$ cat src/rtl/tsu_queue_merge.sv
// Merges NUM_CH tsu timestamp read queues into one channel-tagged FIFO for the host.
// Three-state read sequence per entry (grant, pop, capture); single clock domain.

module tsu_queue_merge_lane #(
  parameter int STAT_W = 8,
  parameter int DATA_W = 56
) (
  input  logic [STAT_W-1:0] stat,
  input  logic [DATA_W-1:0] data,
  input  logic              sel,
  output logic              elig,
  output logic [DATA_W-1:0] word
);
  assign elig = |stat;
  // Gated word feeds an AND-OR capture mux in the parent.
  assign word = sel ? data : '0;
endmodule

module tsu_queue_merge #(
  parameter int NUM_CH     = 2,
  parameter int CH_W       = 1,
  parameter int DATA_W     = 56,
  parameter int STAT_W     = 8,
  parameter int DEPTH_LOG2 = 4,
  parameter int PRIORITY   = 0
) (
  input  logic                     clk,
  input  logic                     rst,
  output logic [NUM_CH-1:0]        ch_rd_en,
  input  logic [NUM_CH*STAT_W-1:0] ch_rd_stat,
  input  logic [NUM_CH*DATA_W-1:0] ch_rd_data,
  input  logic                     out_rd_en,
  output logic [STAT_W-1:0]        out_rd_stat,
  output logic [CH_W+DATA_W-1:0]   out_rd_data,
  output logic                     out_underflow
);
  localparam int DEPTH = 1 << DEPTH_LOG2;
  localparam int ENT_W = CH_W + DATA_W;

  typedef enum logic [1:0] {S_ARB, S_WAIT, S_CAPT} state_t;

  state_t                         state_q, state_d;
  logic [CH_W-1:0]                gnt_q, gnt_d, rr_q, rr_d, win;
  logic                           win_vld, wr_fire, rd_fire, full;
  logic [NUM_CH-1:0]              elig, en_d, lane_sel;
  logic [NUM_CH-1:0][DATA_W-1:0]  lane_word;
  logic [DATA_W-1:0]              cap_word;
  logic [ENT_W-1:0]               mem [DEPTH];
  logic [DEPTH_LOG2-1:0]          wr_ptr, rd_ptr;
  logic [DEPTH_LOG2:0]            fill;

  for (genvar i = 0; i < NUM_CH; i++) begin : g_lane
    assign lane_sel[i] = (gnt_q == CH_W'(i));
    tsu_queue_merge_lane #(.STAT_W(STAT_W), .DATA_W(DATA_W)) u_lane (
      .stat (ch_rd_stat[i*STAT_W +: STAT_W]),
      .data (ch_rd_data[i*DATA_W +: DATA_W]),
      .sel  (lane_sel[i]),
      .elig (elig[i]),
      .word (lane_word[i])
    );
  end

  always_comb begin
    cap_word = '0;
    for (int i = 0; i < NUM_CH; i++) cap_word = cap_word | lane_word[i];
  end

  // Candidates are scanned from farthest to nearest so the last hit is the winner.
  always_comb begin
    win_vld = 1'b0;
    win     = '0;
    for (int k = NUM_CH; k >= 1; k--) begin
      if (PRIORITY != 0) begin
        if (elig[k-1]) begin
          win_vld = 1'b1;
          win     = CH_W'(k-1);
        end
      end else if (elig[(int'(rr_q) + k) % NUM_CH]) begin
        win_vld = 1'b1;
        win     = CH_W'((int'(rr_q) + k) % NUM_CH);
      end
    end
  end

  always_ff @(posedge clk or negedge rst) begin
    if (!rst) begin
      state_q  <= S_ARB;
      gnt_q    <= '0;
      rr_q     <= CH_W'(NUM_CH - 1);
      ch_rd_en <= '0;
    end else begin
      state_q  <= state_d;
      gnt_q    <= gnt_d;
      rr_q     <= rr_d;
      ch_rd_en <= en_d;
    end
  end

  always_comb begin
    state_d = state_q;
    gnt_d   = gnt_q;
    rr_d    = rr_q;
    en_d    = '0;
    wr_fire = 1'b0;
    case (state_q)
      S_ARB: begin
        // Only one entry is ever in flight, so a free slot now is a free slot at capture.
        if (win_vld && !full) begin
          gnt_d   = win;
          en_d    = NUM_CH'(1) << win;
          state_d = S_WAIT;
        end
      end
      S_WAIT: state_d = S_CAPT;
      S_CAPT: begin
        wr_fire = 1'b1;
        rr_d    = gnt_q;
        state_d = S_ARB;
      end
      default: state_d = S_ARB;
    endcase
  end

  assign full        = fill[DEPTH_LOG2];
  assign rd_fire     = out_rd_en && (fill != '0);
  assign out_rd_stat = STAT_W'(fill);

  always_ff @(posedge clk) begin
    if (wr_fire) mem[wr_ptr] <= {gnt_q, cap_word};
  end

  always_ff @(posedge clk or negedge rst) begin
    if (!rst) begin
      wr_ptr        <= '0;
      rd_ptr        <= '0;
      fill          <= '0;
      out_rd_data   <= '0;
      out_underflow <= 1'b0;
    end else begin
      if (wr_fire) wr_ptr <= wr_ptr + 1'b1;
      if (rd_fire) begin
        rd_ptr      <= rd_ptr + 1'b1;
        out_rd_data <= mem[rd_ptr];
      end
      if (out_rd_en && fill == '0) out_underflow <= 1'b1;
      case ({wr_fire, rd_fire})
        2'b10:   fill <= fill + 1'b1;
        2'b01:   fill <= fill - 1'b1;
        default: ;
      endcase
    end
  end
endmodule

$ cat config.mk
export PLATFORM = sky130hd
export DESIGN_NAME = tsu_queue_merge
export DESIGN_NICKNAME = d
export VERILOG_FILES = /design/src/rtl/tsu_queue_merge.sv
export SDC_FILE = /design/constraint.sdc
export NUM_CORES = 1
export LEC_CHECK = 0
export CELL_PAD_IN_SITES_DETAIL_PLACEMENT = 1
export CELL_PAD_IN_SITES_GLOBAL_PLACEMENT = 2
export CORE_ASPECT_RATIO = 0.9
export CORE_MARGIN = 3
export CORE_UTILIZATION = 43
export CTS_BUF_LIST = sky130_fd_sc_hd__clkbuf_16
export CTS_CLUSTER_SIZE = 14
export DETAILED_ROUTE_END_ITERATION = 10
export PLACE_DENSITY = 0.75
export SLEW_MARGIN = 5
export SYNTH_ARGS = -nofsm -noshare
export SYNTH_HDL_FRONTEND = slang
export SYNTH_SLANG_ARGS = --single-unit
$ cat constraint.sdc
create_clock -name clk -period 5.6 [get_ports clk]
set_input_delay 1.12 -clock clk [delete_from_list [all_inputs] [get_ports clk]]
set_output_delay 1.12 -clock clk [all_outputs]
set_load 0.02 [all_outputs]
## Word-level counts from Yosys, hierarchy flattened

Memory sizes are Yosys's and may differ from the RTL's. A register that Yosys moved wholly into a read port is not among the register bits.
Cells that the tools add are included.

- Flip-flop bits (word level): 20
- Memories: 1
- Input port bits: 131
- Bits in writable memories: 912
- Word-level logic and storage cells: 58
- Output and inout bits: 68

- Reductions and logical operators: 12
- Muxes and demuxes: 20
- Eq/ne operators: 5
- $add $sub $neg: 6
- Order comparisons: 2
- Bitwise logic cells: 3
- Shift operators: 1

Memories:

| name | depth | bits a word | read ports | clocked after memory_dff | wr ports | RTL line | source |
|---|---|---|---|---|---|---|---|
| mem | 16 | 57 | 1 | 1 | 1 | 48 | `logic [ENT_W-1:0] mem [DEPTH];` |

Operators with widths:

| operator | number |
|---|---|
| two-way mux 56 bit | 2 |
| bitwise OR 56 bit | 1 |
| OR reduction 8 bit | 2 |
| two-way mux 1 bit | 13 |
| case mux 5 bit (2 select lines) | 1 |
| adder 4 x 1 -> 4 bit, second input constant | 2 |
| less-than comparator 2 x 3 -> 1 bit, second input constant | 2 |
| two-way mux 2 bit | 3 |
| adder 5 x 1 -> 5 bit, second input constant | 1 |
| logical NOT 5 bit | 1 |
| nonzero test 5 bit | 1 |
| subtractor 5 x 1 -> 5 bit, second input constant | 1 |
| equality test 2 x 1 -> 1 bit, second input constant | 2 |
| equality test 2 bit, second input constant | 2 |
| case mux 2 bit (2 select lines) | 1 |
| logical AND 1 bit | 3 |
| adder 1 bit, second input constant | 2 |
| AND 1 bit, first input constant | 2 |
| logical NOT 1 bit | 2 |
| logical NOT 2 bit | 1 |
| inequality test 2 bit, second input constant | 1 |
| AND reduction 2 bit | 1 |
| nonzero test 2 bit | 1 |
| left shift 1 x 1 -> 2 bit, first input constant | 1 |

## Depth between registers and ports, before layout

- Depth after elaboration: 10
- Depth in mapped cells: 13
- Mapped depth without buffers: 9

## Modules after synthesis

Synthesis repeated with hierarchy kept, for this count alone.

- Cells, all modules: 1819
- Area total of the unflattened synthesis: 38456.9 um^2

By module, submodules not included:

| module | sequential area each (um^2) | instances | area each (um^2) | cells an instance |
|---|---|---|---|---|
| tsu_queue_merge | 29314.4 | 1 | 37601.1 | 1689 |
| tsu_queue_merge_lane | 0.0 | 2 | 427.9 | 65 |

## Least setup slack after synthesis

Ideal clock, no wire load.

- Path type: flip-flop to flip-flop
- Start point: register state_q[0]
- End point: memory mem[3][0] (netlist name), enable pin
- Arrival: 4.827 ns
- Slack: 0.231 ns
- Cell stages (with the launch flop): 5
- Library setup time: 0.542 ns
- Buffers on the path: 1
- Cells stage by stage: dfrtp_1 > nor2b_1 > clkbuf_1 > nand2_1 > nor3_1

- Word-level cells in the longest chain between the ends: 4

Ends and longest elaborated chain:

| item | RTL line | source |
|---|---|---|
| start, declared | 42 | `state_t state_q, state_d;` |
| start signal, assigned | 92 | `state_q <= state_d;` |
| equality test 2 bit | 105 | `case (state_q)` |
| two-way mux 1 bit | 105 |  |
| two-way mux 1 bit | 129 | `if (wr_fire) mem[wr_ptr] <= {gnt_q, cap_word};` |
| two-way mux 1 bit (implied by the code) | 129 |  |
| end, declared | 48 |  |

Every way passes these cells.

## Worst setup path in the final report

- Start point: input out_rd_en
- End point: register rd_ptr[1]

- Word-level cells in the longest chain between the ends: 1

Ends and longest elaborated chain:

| item | RTL line | source |
|---|---|---|
| start, declared | 32 | `input logic out_rd_en,` |
| logical AND 1 bit | 125 | `assign rd_fire = out_rd_en && (fill != '0);` |
| end signal, assigned | 142 | `rd_ptr <= rd_ptr + 1'b1;` |
| end, declared | 49 | `logic [DEPTH_LOG2-1:0] wr_ptr, rd_ptr;` |

Every way passes these cells.
A chain may end at the register's enable or synchronous reset.

==> results.py <==
metrics = {
    "setup_path": {
        "critical_path_class": "primary input to flip-flop",
        "max_stage_delay_ns": 0.83,
        "arrival_ns": 3.79,
        "reg2reg_to": "fill[4]",
        "reg2reg_from": "fill[2]",
        "end_kind": "flip-flop",
        "required_ns": 6.13,
        "crit_family": "buffers and inverters",
        "cp-start-kind": "primary input",
        "critical_path_buf_inv_count": 3,
        "reg2reg_slack_ns": 2.57,
        "reg2regPathDepth": 9,
        "crit_path_top_delay_cell": "buf_4",
        "worstPathCellList": "clkdlybuf4s50_1 -> o31a_2 -> buf_4 -> buf_4 -> mux2_2",
        "cp_max_fo": 77,
        "worstSetupStartpoint": "out_rd_en",
        "crit_top_cell": "buf_4",
    },
    "yosys": {
        "synth_edf_count": 912,
        "avgSynthCellArea_um2": 22.3,
        "synth_cell_types": 43,
        "netlist_area_um2": 37900,
        "synth_cells": 1700,
        "ys_seq_area_frac": 0.773,
        "synth-seq-cells": 989,
        "yosysWarnings": 0,
        "async_flop_share": 0.0779,
        "ys.flop_type": "edfxtp_1",
    },
    "finish": {
        "post-route-util": 0.513,
        "drive_above_1_share": 0.276,
        "final_common_cell": "edfxtp_1",
        "layout_common_cells": "912 x edfxtp_1, 228 x mux4_2, 194 x clkdlybuf4s50_1",
        "synthToLayoutAreaGrowth_pct": 17.3,
        "design_area_um2": 44500,
        "fin_nets": 2078,
    },
    "drt": {
        "ant_nets": 0,
        "drtIter0Drc": 1779,
        "avgViaCountPerCell": 5.86,
        "wl_mm": 91.9,
        "drt_first_pass_iters": 7,
        "wl_per_cell_um": 29.1,
        "route.detailed.drc": 0,
        "vias": 18500,
    },
    "floorplanning": {
        "dieArea_um2": 91900,
        "ioPinCount": 199,
        "die_x_um": 319,
        "rows": 102,
        "die_h_um": 288,
        "initial_core_util": 0.437,
        "core_um2": 86800,
    },
    "run_status": {
        "status": "completed",
    },
    "placement": {
        "dpl-instance-area_um2": 41400,
        "hpwl_mm": 47.9,
        "gp_congestion": 0.691,
        "numPortBuffers": 195,
    },
    "global_route": {
        "grt.total_usage": 0.202,
        "grt_max_degree": 108,
        "antenna_found_initial": 0,
        "grt_overflow": 0,
        "grt_pass1_wl_mm": 136,
        "grt_pass1_vias": 19900,
    },
    "pwr": {
        "internal_power_w": 0.0159,
        "ir_drop_v": 0.000335,
        "p_leak_nw": 14.1,
        "clkPwrFrac": 0.283,
        "powerDensity_nw_per_um2": 509,
        "combPwrFrac": 0.277,
        "p_sw_frac": 0.297,
        "seq_power_share": 0.440,
        "switchingPower_w": 0.00672,
    },
    "sta": {
        "slew_headroom": 0.200,
        "fin_setup_tns_ns": 0,
        "setup_viol": 0,
        "fmax_mhz": 307,
        "rsz0062_at_grt": "false",
        "hold_viol": 0,
        "finalMaxSlewViolations": 0,
        "fin_crit_ns": 3.26,
        "finalClockSkew_ns": 0.0247,
        "tightest_slew_ns": 1.19,
        "fin_crit_sh": 0.582,
    },
    "worst_hold_path": {
        "hold_path_depth": 1,
        "worstHoldStart": "state_q[1]",
        "hold_end": "state_q[1]",
        "worstHoldPathType": "flip-flop to flip-flop",
    },
    "cts": {
        "cts_setup_buffers": 0,
        "cts_made_buffers": 98,
        "ctsLongestPathBuffers": 3,
        "tritoncts": "yes",
        "post_cts_resized": 0,
        "insertion_delay_ns": 0.65,
        "clk_pin_slew_ns": 0.06,
        "cts-hold-fix-buffers": 0,
        "ctsHtreeMaxLevel": 3,
        "root_buffer": "clkbuf_16",
        "clock-sinks": 989,
    },
    "flow_run": {
        "drv_cap": 0,
    },
}
[synth_stat cells, types with 2 or more instances]
| library cell | number | share of area |
|---|---|---|
| mux2_2 | 116 | 0.034 |
| nand2_1 | 8 | 0.00079 |
| nor2b_1 | 3 | 0.00049 |
| clkbuf_1 | 50 | 0.0049 |
| or4_1 | 2 | 0.00040 |
| o22ai_1 | 112 | 0.018 |
| mux4_2 | 228 | 0.14 |
| o21ai_0 | 2 | 0.00026 |
| buf_4 | 14 | 0.0028 |
| a21o_1 | 4 | 0.00079 |
| buf_1 | 11 | 0.0011 |
| a21oi_1 | 60 | 0.0079 |
| edfxtp_1 | 912 | 0.72 |
| buf_6 | 12 | 0.0036 |
| xnor2_1 | 6 | 0.0014 |
| nor2_1 | 16 | 0.0016 |
| inv_1 | 5 | 0.00049 |
| dfrtp_1 | 76 | 0.050 |
| nor3_1 | 6 | 0.00079 |
| nand2b_1 | 6 | 0.00099 |
| ha_1 | 8 | 0.0026 |
| xor2_1 | 5 | 0.0012 |
| nor4_1 | 2 | 0.00033 |
| nand4_1 | 2 | 0.00033 |
| buf_2 | 16 | 0.0021 |
[power by group through the flow]
stage / logic [W] / registers (W) / clock network [W]
6_report: 0.00628 / 0.00997 / 0.00642
5_1_grt: 0.00677 / 0.0101 / 0.00687
4_1_cts: 0.00640 / 0.0100 / 0.00657
3_5_place_dp: 0.00637 / 0.0101 / 0
3_3_place_gp: 0.00619 / 0.0101 / 0
2_1_floorplan: 0.00436 / 0.00991 / 0
[cell families (layout without fill, tap and decap cells)]
| logic type | Yosys count | after routing | synth area share |
|---|---|---|---|
| muxes | 345 | 345 | 0.170 |
| DFF | 989 | 989 | 0.773 |
| and+or+nand+nor | 51 | 51 | 0.00689 |
| buffers and inverters | 108 | 424 | 0.0150 |
| adders and majority gates | 8 | 8 | 0.00264 |
| AOI/OAI and AO/OA | 187 | 187 | 0.0303 |
| other | 1 | 4 | 0.0000988 |
| xor gates and xnor gates | 11 | 11 | 0.00254 |
[how the worst max path moves through the flow]
stage	end	slack [ns]	depth (start not counted)
finish	rd_ptr[1]	2.34	5
global route	rd_ptr[1]	2.25	5
CTS	rd_ptr[1]	2.41	5
detailed placement	rd_ptr[1]	1.70	5
global placement	rd_ptr[1]	1.75	5
floorplan	mem[3][0]	0.23	4
[layout make-up]
cell class / instances / area [µm²]
clock inverters: 78 / 612
fillers: 7620 / 42300
repair buffers: 240 / 2410
well taps: 1144 / 1430
diodes: 1 / 2.50
multi-input cells: 605 / 8190
inverters: 5 / 18.8
clock buffers: 101 / 2530
flip-flops and latches: 989 / 29300
[metrics by stage]
| step | cells | total power, W | worst slack [ns] | hold WS [ns] |
|---|---|---|---|---|
| 2_1_floorplan | 1702 | 0.0143 | 0.231 | 0.410 |
| 3_3_place_gp | 2983 | 0.0163 | 1.75 | 0.432 |
| 3_5_place_dp | 2983 | 0.0165 | 1.70 | 0.444 |
| 4_1_cts | 3162 | 0.0230 | 2.41 | 0.463 |
| 5_1_grt | 3162 | 0.0237 | 2.25 | 0.493 |
| 6_report | 3163 | 0.0227 | 2.34 | 0.451 |
[per-layer routing]
layer / GRT usage / share of wire / vias up
li1: - / - / 7674
met1: 0.281 / 0.42 / 10100
met3: 0.0320 / 0.056 / 119
met5: 0 / 0 / -
met2: 0.338 / 0.50 / 657
met4: 0.0511 / 0.020 / 0
[flip-flops by register name (all words and copies together) (netlist names)]
register and flops:
mem 912, out_rd_data 57, fill 5, rd_ptr 4, wr_ptr 4, ch_rd_en 2, state_q 2, gnt_q 1
out_underflow 1, rr_q 1
(Power assumes the default switching activity.)
